## src/rtl/parte3_deinterleaver.sv

```systemverilog
// Serial 2-lane deinterleaver: start/data/stop framing, one-entry output buffer.
// Optional even-parity bit between data and stop when PARTE3_PARITY_EN is defined.
module parte3_deinterleaver #(
    parameter int WORD_W = 8
) (
    input  logic              clk,
    input  logic              rst,
    input  logic              bitEn,
    input  logic              dataIn,
    input  logic              dataReady,
    input  logic              clrErr,
`ifdef PARTE3_PARITY_EN
    output logic              parityErr,
`endif
    output logic [WORD_W-1:0] dataOut0,
    output logic [WORD_W-1:0] dataOut1,
    output logic              dataValid,
    output logic              frameErr,
    output logic              overrun
);
    localparam int CW = $clog2(2 * WORD_W);
    localparam logic [CW-1:0] LAST = CW'(2 * WORD_W - 1);

`ifdef PARTE3_PARITY_EN
    typedef enum logic [1:0] {IDLE, DATA, PAR, STOP} state_t;
`else
    typedef enum logic [1:0] {IDLE, DATA, STOP} state_t;
`endif

    state_t            state_q, state_d;
    logic [CW-1:0]     cnt_q, cnt_d;
    logic [WORD_W-1:0] sh0_q, sh0_d;
    logic [WORD_W-1:0] sh1_q, sh1_d;
    logic [WORD_W-1:0] out0_q, out0_d;
    logic [WORD_W-1:0] out1_q, out1_d;
    logic              valid_q, valid_d;
    logic              ferr_q, ferr_d;
    logic              ovr_q, ovr_d;
    logic              good;
`ifdef PARTE3_PARITY_EN
    logic              par_q, par_d;
    logic              perr_q, perr_d;
    logic              perr_out_q, perr_out_d;
`endif

    // Next-state: framing FSM, lane steering and output buffer control
    always_comb begin
        state_d = state_q;
        cnt_d   = cnt_q;
        sh0_d   = sh0_q;
        sh1_d   = sh1_q;
        out0_d  = out0_q;
        out1_d  = out1_q;
        valid_d = valid_q;
        ferr_d  = 1'b0;
        ovr_d   = ovr_q;
        good    = 1'b0;
`ifdef PARTE3_PARITY_EN
        par_d      = par_q;
        perr_d     = perr_q;
        perr_out_d = 1'b0;
`endif
        if (valid_q && dataReady) valid_d = 1'b0;
        if (clrErr) ovr_d = 1'b0;
        if (bitEn) begin
            unique case (state_q)
                IDLE: begin
                    if (!dataIn) begin
                        state_d = DATA;
                        cnt_d   = '0;
`ifdef PARTE3_PARITY_EN
                        par_d   = 1'b0;
                        perr_d  = 1'b0;
`endif
                    end
                end
                DATA: begin
                    if (!cnt_q[0]) sh0_d = {dataIn, sh0_q[WORD_W-1:1]};
                    else           sh1_d = {dataIn, sh1_q[WORD_W-1:1]};
                    cnt_d = cnt_q + 1'b1;
`ifdef PARTE3_PARITY_EN
                    par_d = par_q ^ dataIn;
                    if (cnt_q == LAST) state_d = PAR;
`else
                    if (cnt_q == LAST) state_d = STOP;
`endif
                end
`ifdef PARTE3_PARITY_EN
                PAR: begin
                    perr_d  = par_q ^ dataIn;
                    state_d = STOP;
                end
`endif
                STOP: begin
                    state_d = IDLE;
                    ferr_d  = !dataIn;
`ifdef PARTE3_PARITY_EN
                    perr_out_d = perr_q;
                    good       = dataIn && !perr_q;
`else
                    good       = dataIn;
`endif
                end
                default: state_d = IDLE;
            endcase
        end
        // Load when the buffer is free or being drained this cycle
        if (good) begin
            if (!valid_q || dataReady) begin
                out0_d  = sh0_q;
                out1_d  = sh1_q;
                valid_d = 1'b1;
            end else begin
                ovr_d = 1'b1;
            end
        end
    end

    // State register with synchronous reset
    always_ff @(posedge clk) begin
        if (rst) begin
            state_q <= IDLE;
            cnt_q   <= '0;
            sh0_q   <= '0;
            sh1_q   <= '0;
            out0_q  <= '0;
            out1_q  <= '0;
            valid_q <= 1'b0;
            ferr_q  <= 1'b0;
            ovr_q   <= 1'b0;
`ifdef PARTE3_PARITY_EN
            par_q      <= 1'b0;
            perr_q     <= 1'b0;
            perr_out_q <= 1'b0;
`endif
        end else begin
            state_q <= state_d;
            cnt_q   <= cnt_d;
            sh0_q   <= sh0_d;
            sh1_q   <= sh1_d;
            out0_q  <= out0_d;
            out1_q  <= out1_d;
            valid_q <= valid_d;
            ferr_q  <= ferr_d;
            ovr_q   <= ovr_d;
`ifdef PARTE3_PARITY_EN
            par_q      <= par_d;
            perr_q     <= perr_d;
            perr_out_q <= perr_out_d;
`endif
        end
    end

    assign dataOut0  = out0_q;
    assign dataOut1  = out1_q;
    assign dataValid = valid_q;
    assign frameErr  = ferr_q;
    assign overrun   = ovr_q;
`ifdef PARTE3_PARITY_EN
    assign parityErr = perr_out_q;
`endif

endmodule

```

## config.mk

```make
export PLATFORM = sky130hd
export DESIGN_NAME = parte3_deinterleaver
export DESIGN_NICKNAME = d
export VERILOG_FILES = /design/src/rtl/parte3_deinterleaver.sv
export SDC_FILE = /design/constraint.sdc
export NUM_CORES = 1
export LEC_CHECK = 0
export BUFFER_PORTS_ARGS = -buffer_cell sky130_fd_sc_hd__buf_2
export CAP_MARGIN = 15
export CORE_ASPECT_RATIO = 0.5
export CORE_MARGIN = 4
export CORE_UTILIZATION = 55
export CTS_CLUSTER_DIAMETER = 150
export DETAILED_ROUTE_END_ITERATION = 10
export PLACE_DENSITY = 0.85
export RECOVER_POWER = 25
export SLEW_MARGIN = 20
export SYNTH_ARGS = -nofsm -noshare
export SYNTH_HDL_FRONTEND = slang
export SYNTH_SLANG_ARGS = --single-unit
export TNS_END_PERCENT = 50
```

## constraint.sdc

```tcl
create_clock -name clk -period 1.55 [get_ports clk]
set_clock_uncertainty 0.2 [all_clocks]
set_input_delay 0.31 -clock clk [delete_from_list [all_inputs] [get_ports clk]]
set_output_delay 0.31 -clock clk [all_outputs]
set_load 0.01 [all_outputs]
```

==> run metrics, run 1 <==
sequential fraction of the synthesis area 49.58%; max_cap viols 0; EDFF count, synth 0; status finished clean; Finish-stage setup viols 0; CP Max Fanout 7; number of CTS-inserted buffers 5; GR Util All Layers 19.85%; CP peak stage delay 500 ps; Yosys top cell by area dfxtp_1; ys flop type dfxtp_1; Worst R2R End cnt_q[3]; Leak 0.7878 nW; fin crit share 92.68%; Post-Syn Nets 178; Min-Delay Endpoint frameErr; DR pass1 iterations 4; Net Sw Power 0.4039 mW; Worst slew margin 58.78%; Hold Crit Class in -> reg; # diodes 0; antenna viol nets, final 0; Distinct cells, synth 26; most common library cells after synthesis dfxtp_1 (41), o21ai_0 (28), nor2b_1 (20); first-pass GRT wire length 5975 um; Die Area 4005 um^2; Wirelength per Cell 15.02 um; Worst Setup Start Kind flip-flop; detailed-route DRC error count 0; fin nets 206; Internal 1.557 mW; fin crit period 1436 ps; Slew @ Worst Pin 618.2 ps; worst setup path class reg -> reg; htree depth 2; largest cells by area after synthesis dfxtp_1 (50%), mux2i_1 (9.7%), o21ai_0 (8.5%), nor2b_1 (7.6%), nand2b_1 (6.8%); Worst setup EP type flip-flop; Layout area overhead 17.16%; Die Height 46.79 um; starting DRC count in detailed routing 57; Syn Area/Cell 9.680 um^2; Non-Filler Instances 236; cell-by-cell trace of the critical path nand2b_4 > or4b_1 > a31oi_1; Seq pwr share 54.1%; worst reg2reg path depth 3; Mapped Cells 171; hold path start dataIn; routed length on met3 205 um; top-count cell post-synth dfxtp_1; Final Util 70.97%; Final Hold Vio Count 0; GPL Wtd Cong 0.7532; combinational share of power 3.9%; I/O Pins 25; Max Clk Rate 696.2 MHz; fin. max-slew vios 0; highest routed metal layer met4; worst path required time 1580 ps; Synth Cell Area 1655 um^2; PwrDens 1011 nW/um^2; die width 85.59 um; worst-skew pair later-pin latency 290 ps; Metal-1 WL 1632 um; CP Data Arrival Time 1460 ps; Clock Pin Slew Worst Setup and Hold Paths 70 ps; Worst VDD drop 571.2 uV; core box area 2733 um^2; Max clock buf depth 2; switch share 20.60%; Vias 1,312; worst r2r src state_q[1]; clock sinks 41; met2 wire length 1643 um; clock share of power 42.0%; initial antenna violation count 0; CTS tree built; CP Launch Point state_q[1]; Final HPWL DP 2443 um; I/O Buffers 24; Sum Neg Setup Slack 0 ps; GR Overflow Total 0; share of cells above drive strength 1 16.08%; starting density of the core 60.58%; WHS Path Cells 2; Yosys top cell area share 49.58%; Placed Cells 229; Worst path slowest cell or4b_1; vias per cell 5.559; row cnt 13; Reg2Reg Setup Slack 110 ps; Async S/R FF share, synth 0%; routed wire length 3544 um; FF+latch count, synth 41; Hold-fix buffers, CTS 0; Synthesis Warnings 0; Root Buffer clkbuf_8; vias in the first global route 1,300; largest net degree at the start of global routing 37
-- layout make-up --
class | instances | area, um^2
inverters | 2 | 7.507
clock buffers | 5 | 68.82
multi-input cells | 120 | 817.0
repair buffers | 29 | 141.4
clock inverters | 2 | 35.03
flip-flops and latches | 41 | 823.3
well taps | 37 | 46.29
fillers | 217 | 793.3
-- cell usage in the layout, fill, tap and decap left out, types with 2 or more instances in the layout --
cell type | netlist | final
a21oi_1 | 6 | 6
a31oi_1 | 2 | 2
buf_2 | 1 | 10
buf_4 | 0 | 5
clkbuf_1 | 7 | 13
clkbuf_8 | 0 | 5
dfxtp_1 | 41 | 39
dfxtp_2 | 0 | 2
inv_1 | 2 | 2
mux2i_1 | 16 | 16
nand2_1 | 2 | 2
nand2b_1 | 18 | 18
nand2b_4 | 2 | 2
nand3_1 | 4 | 4
nor2b_1 | 20 | 19
o21ai_0 | 28 | 28
o21ai_1 | 10 | 10
-- registers in the layout (all words and copies together), names as in the netlist --
register   flops
cnt_q          4
state_q        2
frameErr       1
dataValid      1
sh0_q          8
dataOut1       8
dataOut0       8
sh1_q          8
overrun        1
-- worst max-delay path by stage --
stage                       end  slack [ps]  depth (start not counted)
global route           cnt_q[2]         -30                          4
floorplan              cnt_q[3]         170                          3
CTS                    sh1_q[5]          40                          3
finish                 cnt_q[3]         110                          3
global placement    dataOut0[2]         -60                          4
detailed placement  dataOut0[1]        -180                          4
-- stage by stage --
step	setup WS (ps)	total power, mW	hold slack [ps]	area (um^2)
after detailed placement	-179.6	1.159	281.6	1828
after floorplan	169.6	1.131	186.4	1655
after global routing	-28.89	2.036	58.94	1939
after global placement	-56.59	1.156	272.1	1828
final	113.5	1.961	56.11	1939
after CTS	35.40	1.969	48.46	1934
-- logic make-up after synthesis --
| logic type | count (synthesis) | synth area share [%] |
|---|---|---|
| AOI/OAI and AO/OA | 47 | 14.44 |
| adders and majority gates | 1 | 0.7557 |
| buffers and inverters | 10 | 2.343 |
| DFF | 41 | 49.58 |
| muxes | 16 | 9.675 |
| and+or+nand+nor | 56 | 23.21 |
-- per-layer routing --
layer	vias up	track usage (%)
li1	658	-
met1	612	24.06
met2	35	33.33
met3	7	7.005
met4	0	8.517
met5	-	0
-- critical path, delay by kind of cell (launching register included) --
kind	cells	cell delay, ps
compound gates	1	130
flops	1	360
simple gates	2	670
-- timing repair --
action | CTS | global route
buffers inserted | 0 | 0
resized for setup | 1 | 5
endpoints found under the hold margin | 0 | 0
endpoints found under the setup margin | 16 | 9
-- power groups by stage --
| stage | Clock (mW) | Sequential (mW) | Combinational (mW) |
|---|---|---|---|
| CTS | 0.835 | 1.06 | 0.0747 |
| global placement | 0 | 1.08 | 0.0718 |
| finish | 0.823 | 1.06 | 0.0772 |
| global route | 0.891 | 1.06 | 0.0843 |
| detailed placement | 0 | 1.08 | 0.0742 |
| floorplan | 0 | 1.08 | 0.0469 |
No activity file was read; power rests on OpenSTA's default activity.
==> inputs of run 2 (changes only) <==
--- a/config.mk
+++ b/config.mk
@@ -5,15 +5,17 @@
 export SDC_FILE = /design/constraint.sdc
 export NUM_CORES = 1
 export LEC_CHECK = 0
+export ABC_AREA = 1
 export BUFFER_PORTS_ARGS = -buffer_cell sky130_fd_sc_hd__buf_2
 export CAP_MARGIN = 15
 export CORE_ASPECT_RATIO = 0.5
 export CORE_MARGIN = 4
-export CORE_UTILIZATION = 55
+export CORE_UTILIZATION = 49
 export CTS_CLUSTER_DIAMETER = 150
 export DETAILED_ROUTE_END_ITERATION = 10
-export PLACE_DENSITY = 0.85
+export PLACE_DENSITY = 0.81
 export RECOVER_POWER = 25
+export SKIP_CTS_REPAIR_TIMING = 1
 export SLEW_MARGIN = 20
 export SYNTH_ARGS = -nofsm -noshare
 export SYNTH_HDL_FRONTEND = slang
==> constraint.sdc (replaced) <==
create_clock -name clk -period 1.25 [get_ports clk]
set_clock_uncertainty 0.2 [all_clocks]
set_input_delay 0.25 -clock clk [delete_from_list [all_inputs] [get_ports clk]]
set_output_delay 0.25 -clock clk [all_outputs]
set_load 0.01 [all_outputs]
==> run metrics, run 2 <==
fin nets 253 (was 206); worst setup path class reg -> reg (unchanged); antenna viol nets, final 0 (unchanged); fin. max-slew vios 0 (unchanged); GR Overflow Total 0 (unchanged); Leak 0.9356 nW (was 0.7878 nW); pre-CTS WS -85.94 ps (was -179.6 ps); fin crit period 1348 ps (was 1436 ps); Clock Pin Slew Worst Setup and Hold Paths 80 ps (was 70 ps); highest-count cells in the layout ignoring fill and taps nor2_1 (29), dfxtp_1 (27), buf_2 (24), nand2_1 (22), a21oi_2 (15) (was dfxtp_1 (39), o21ai_0 (28), nor2b_1 (19), nand2b_1 (18), mux2i_1 (16)); Multi-input gate area 935.9 um^2 (was 817.0 um^2); sequential cell area 843.3 um^2 (was 823.3 um^2); Hold Worst Slack -0.4624 ps (was 56.11 ps); CP Data Arrival Time 1370 ps (was 1460 ps); first-pass GRT wire length 6009 um (was 5975 um); Worst VDD drop 797.5 uV (was 571.2 uV); vias in the first global route 1,335 (was 1,300); share of cells above drive strength 1 53.04% (was 16.08%); Finish-stage setup viols 34 (was 0); Layout area overhead 41.57% (was 17.16%); PwrDens 1172 nW/um^2 (was 1011 nW/um^2); failing checks hold timing, setup timing; placed cell area 1938 um^2 (was 1828 um^2); number of CTS-inserted buffers 5 (unchanged); Non-Filler Instances 287 (was 236); Slew @ Worst Pin 289.3 ps (was 618.2 ps); FF+latch count, synth 41 (unchanged); routed wire length 4874 um (was 3544 um); busiest layer in global routing met2 (unchanged); clock sinks 41 (unchanged); GR Util All Layers 16.87% (was 19.85%); core box area 3100 um^2 (was 2733 um^2); die width 89.83 um (was 85.59 um); Final HPWL DP 2411 um (was 2443 um); cell area after layout 2322 um^2 (was 1939 um^2); Die Height 48.91 um (was 46.79 um); Total Power 2.722 mW (was 1.961 mW); largest cells by area after synthesis dfxtp_1 (50%), nor2_1 (8.5%), nand2_1 (7.3%), nand3_2 (4.9%), o21ai_0 (4.9%) (was dfxtp_1 (50%), mux2i_1 (9.7%), o21ai_0 (8.5%), nor2b_1 (7.6%), nand2b_1 (6.8%)); worst path required time 1280 ps (was 1580 ps); GR Layer Usage met1 20.30% (was 24.06%); starting density of the core 52.91% (was 60.58%); detailed-route DRC error count 0 (unchanged); Yosys top cell area share 50.04% (was 49.58%); Max Clk Rate 741.7 MHz (was 696.2 MHz); CP Max Fanout 6 (was 7); Async S/R FF share, synth 0% (unchanged); CTS tree built (unchanged); Final WS setup -98.31 ps (was 113.5 ps); initial antenna violation count 0 (unchanged); Max clock buf depth 2 (unchanged); # diodes 0 (unchanged); fin crit share 107.9% (was 92.68%); Worst R2R End dataOut1[5] (was cnt_q[3]); Distinct cells, synth 22 (was 26); Hold Crit Class in -> reg (unchanged); largest net degree at the start of global routing 18 (was 37); met3 Resource Use GR 5.855% (was 7.005%); EDFF count, synth 0 (unchanged); fillers 190 (was 217); sequential fraction of the synthesis area 50.04% (was 49.58%); Worst Setup Start Kind flip-flop (unchanged); max_cap viols 0 (unchanged); Final Util 74.90% (was 70.97%); WHS Path Cells 4 (was 2); Mapped Cells 201 (was 171); Min-Delay Endpoint overrun (was frameErr); DR pass1 iterations 5 (was 4); Vias 1,636 (was 1,312); Reg2Reg Setup Slack -100 ps (was 110 ps); RSZ-0062 raised after global routing true; vias per cell 5.700 (was 5.559); hold path start clrErr (was dataIn); Yosys top cell by area dfxtp_1 (unchanged); Worst setup EP type flip-flop (unchanged); most common library cells after synthesis dfxtp_1 (41), nor2_1 (37), nand2_1 (32) (was dfxtp_1 (41), o21ai_0 (28), nor2b_1 (20)); ys flop type dfxtp_1 (unchanged); GRT met2 Usage 27.61% (was 33.33%); Placed Cells 274 (was 229); htree depth 2 (unchanged); Die Area 4393 um^2 (was 4005 um^2); GPL Wtd Cong 0.7563 (was 0.7532); worst-skew pair later-pin latency 300 ps (was 290 ps); Final Hold Vio Count 1 (was 0); Worst slew margin 80.54% (was 58.78%); worst reg2reg path depth 6 (was 3); Synth Cell Area 1640 um^2 (was 1655 um^2); Sum Neg Setup Slack -2089 ps (was 0 ps); top-count cell post-synth dfxtp_1 (unchanged); commonest non-fill, non-tap cell in the layout nor2_1 (was dfxtp_1); Post-Syn Nets 208 (was 178); I/O Pins 25 (unchanged); worst r2r src state_q[0] (was state_q[1]); Synthesis Warnings 0 (unchanged); I/O Buffers 24 (unchanged); starting DRC count in detailed routing 174 (was 57); status complete, but fails checks (was finished clean); row cnt 14 (was 13); Root Buffer clkbuf_8 (unchanged); Wirelength per Cell 16.98 um (was 15.02 um); Syn Area/Cell 8.161 um^2 (was 9.680 um^2)
-- run 2: cell types whose count changed in the layout (fill, tap and decap cells not counted), moves of 12 or more --
cell,before,now
clkbuf_1,13,0
nor2b_1,19,0
dfxtp_1,39,27
a21oi_2,0,15
nand2b_1,18,0
nand3_2,0,13
o21ai_0,28,1
nor2_1,0,29
mux2i_1,16,0
buf_2,10,24
nand2_1,2,22
-- run 2: area by class of cell --
class	instances	area share, %
clock buffers	6	3.556
clock inverters	2	1.616
multi-input cells	142	40.30
flip-flops and latches	41	36.31
inverters	13	2.856
well taps	40	2.155
repair buffers	43	13.20
-- run 2: worst max-delay path by stage --
stage	start	endpoint	slack [ps]	cells after the start
detailed placement	state_q[1]	sh0_q[3]	-90	7
floorplan	state_q[0]	dataOut0[0]	-40	7
CTS	state_q[1]	sh0_q[5]	-110	7
finish	state_q[0]	dataOut1[5]	-100	6
global route	state_q[0]	dataOut1[5]	-160	6
global placement	bitEn	dataOut0[0]	-30	6
-- run 2: kinds of logic after synthesis --
| family | share of synthesized area [%] |
|---|---|
| compound gates | 13.73 |
| xor+xnor | 0.5340 |
| fa+ha+maj | 0.7627 |
| buf+inv | 5.796 |
| flops | 50.04 |
| simple gates | 29.14 |
-- run 2: metal layers --
metal	share of wire, %	up-vias	routed length (um)
met1	42	782	2048
met4	2.7	0	130
li1	-	751	-
met2	48	85	2345
met5	0	-	0
met3	7.2	18	350
-- run 2: report_power, final --
| part | leakage [nW] | switching (mW) | internal, mW | total [mW] |
|---|---|---|---|---|
| combinational | 0.539 | 0.145 | 0.0874 | 0.233 |
| clock | 0.0574 | 0.491 | 0.650 | 1.14 |
| sequential | 0.339 | 0.0261 | 1.32 | 1.35 |
| total | 0.936 | 0.662 | 2.06 | 2.72 |
-- run 2: worst max-delay path, stage by stage, from the launching register on --
cell and delay [ps]:
dfxtp_4 370, inv_4 80, nand2_8 60, nor2_8 190
buf_6 160, nand3_1 70, a21oi_1 140
==> inputs of run 3 (changes only) <==
--- a/config.mk
+++ b/config.mk
@@ -5,7 +5,6 @@
 export SDC_FILE = /design/constraint.sdc
 export NUM_CORES = 1
 export LEC_CHECK = 0
-export ABC_AREA = 1
 export BUFFER_PORTS_ARGS = -buffer_cell sky130_fd_sc_hd__buf_2
 export CAP_MARGIN = 15
 export CORE_ASPECT_RATIO = 0.5
==> run metrics, run 3 (same netlist as run 1, synthesis figures left out) <==
Finish-stage setup viols 38 (was 34); vias per cell 5.417 (was 5.700); combinational share of power 5.5% (was 8.5%); switch share 22.30% (was 24.32%); starting density of the core 53.09% (was 52.91%); max_cap viols 0 (unchanged); highest-count cells in the layout ignoring fill and taps dfxtp_1 (37), o21ai_0 (25), buf_2 (21), nor2b_1 (19), nand2b_1 (18) (was nor2_1 (29), dfxtp_1 (27), buf_2 (24), nand2_1 (22), a21oi_2 (15)); cell area after layout 2111 um^2 (was 2322 um^2); DR pass1 iterations 4 (was 5); fin crit period 1420 ps (was 1348 ps); detailed-route DRC error count 0 (unchanged); routed wire length 3636 um (was 4874 um); Max Clk Rate 704.4 MHz (was 741.7 MHz); Final HPWL DP 2313 um (was 2411 um); GR Util All Layers 16.08% (was 16.87%); Hold Crit Class in -> reg (unchanged); share of cells above drive strength 1 29.91% (was 53.04%); status complete, but fails checks (unchanged); core box area 3118 um^2 (was 3100 um^2); hold path start clrErr (unchanged); GR Overflow Total 0 (unchanged); largest net degree at the start of global routing 34 (was 18); worst path required time 1270 ps (was 1280 ps); Final WS setup -169.6 ps (was -98.31 ps); worst setup path class reg -> reg (unchanged); row cnt 14 (unchanged); starting DRC count in detailed routing 59 (was 174); first-pass GRT wire length 5761 um (was 6009 um); sequential cell area 830.8 um^2 (was 843.3 um^2); I/O Buffers 24 (unchanged); Sum Neg Setup Slack -2639 ps (was -2089 ps); Root Buffer clkbuf_8 (unchanged); I/O Pins 25 (unchanged); clock sinks 41 (unchanged); Layout area overhead 27.51% (was 41.57%); htree depth 2 (unchanged); placed cell area 1946 um^2 (was 1938 um^2); Max clock buf depth 2 (unchanged); Net Sw Power 0.5176 mW (was 0.6621 mW); failing checks setup timing (was hold timing, setup timing); Die Area 4429 um^2 (was 4393 um^2); Multi-input gate area 835.8 um^2 (was 935.9 um^2); Internal 1.804 mW (was 2.060 mW); Slew @ Worst Pin 318.6 ps (was 289.3 ps); fin nets 221 (was 253); die width 90.20 um (was 89.83 um); Worst Setup Start Kind flip-flop (unchanged); Die Height 49.10 um (was 48.91 um); Worst slew margin 78.72% (was 80.54%); worst r2r src state_q[1] (was state_q[0]); Final Hold Vio Count 0 (was 1); fin crit share 113.6% (was 107.9%); CP Launch Point state_q[1] (was state_q[0]); RSZ-0062 raised after global routing true (unchanged); Leak 0.9105 nW (was 0.9356 nW); fillers 237 (was 190); antenna viol nets, final 0 (unchanged); CTS tree built (unchanged); GPL Wtd Cong 0.7913 (was 0.7563); worst-skew pair later-pin latency 290 ps (was 300 ps); number of CTS-inserted buffers 5 (unchanged); clock share of power 38.1% (was 41.9%); Worst setup EP type flip-flop (unchanged); fin. max-slew vios 0 (unchanged); Seq pwr share 56.4% (was 49.6%); Worst VDD drop 430.6 uV (was 797.5 uV); Vias 1,376 (was 1,636); Wirelength per Cell 14.31 um (was 16.98 um); initial antenna violation count 0 (unchanged); Hold Worst Slack 55.58 ps (was -0.4624 ps); # diodes 0 (unchanged); CP Data Arrival Time 1440 ps (was 1370 ps); Clock Pin Slew Worst Setup and Hold Paths 80 ps (about the same); PwrDens 1100 nW/um^2 (was 1172 nW/um^2); CP Max Fanout 5 (was 6); vias in the first global route 1,293 (was 1,335); commonest non-fill, non-tap cell in the layout dfxtp_1 (was nor2_1)
[run 3: cell types whose count changed in the layout (fill, tap and decap cells not counted), moves of 10 or more]
cell / previous run / this run
nand2_2: 10 / 0
nor2_1: 29 / 0
nand3_2: 13 / 1
a21oi_2: 15 / 1
dfxtp_2: 12 / 2
mux2i_1: 0 / 16
dfxtp_1: 27 / 37
o21ai_0: 1 / 25
nor2b_1: 0 / 19
nand2b_1: 0 / 18
nand2_1: 22 / 2
[run 3: per-stage QoR]
step / power (mW) / std cells / utilization [%] / worst slack (ps)
final: 2.321 / 254 / 67.70 / -169.6
after global placement: 1.451 / 245 / 62.40 / -112.3
after global routing: 2.407 / 254 / 67.70 / -276.3
after CTS: 2.312 / 252 / 65.29 / -182.5
after floorplan: 1.403 / 171 / - / -108.4
after detailed placement: 1.455 / 245 / 62.40 / -180.0
[run 3: worst paths after layout]
path	to	slack (ps)	cells past startpoint
worst max-delay path	cnt_q[3]	-170	3
worst min-delay path	overrun	60	3
worst max register to register	cnt_q[3]	-170	3
worst min register to register	dataOut1[0]	290	2
[run 3: cell type report]
type                       instances  area share (%)
sequential                        41           39.36
inverter                           2          0.3557
tap                               40           2.371
multi-input combinational        120           39.60
timing repair buffer              44           14.05
clock inverter                     1          0.3557
clock buffer                       6           3.912
[run 3: power by group through the flow]
stage	registers [mW]	clock network, mW	logic [mW]
2_1_floorplan	1.34	0	0.0588
4_1_cts	1.31	0.887	0.113
3_5_place_dp	1.34	0	0.111
6_report	1.31	0.885	0.127
5_1_grt	1.31	0.962	0.134
3_3_place_gp	1.34	0	0.108
[run 3: metal layers]
layer	up-vias	track usage, %	routed length, um
li1	677	-	-
met1	662	19.38	1702
met2	31	26.45	1715
met3	6	5.547	156
met4	0	6.599	62
met5	-	0	0
[run 3: critical path: stages (launching register included)]
cell and delay, ps:
dfxtp_4 360, nand2b_4 150, or4b_1 460, a31oi_1 180
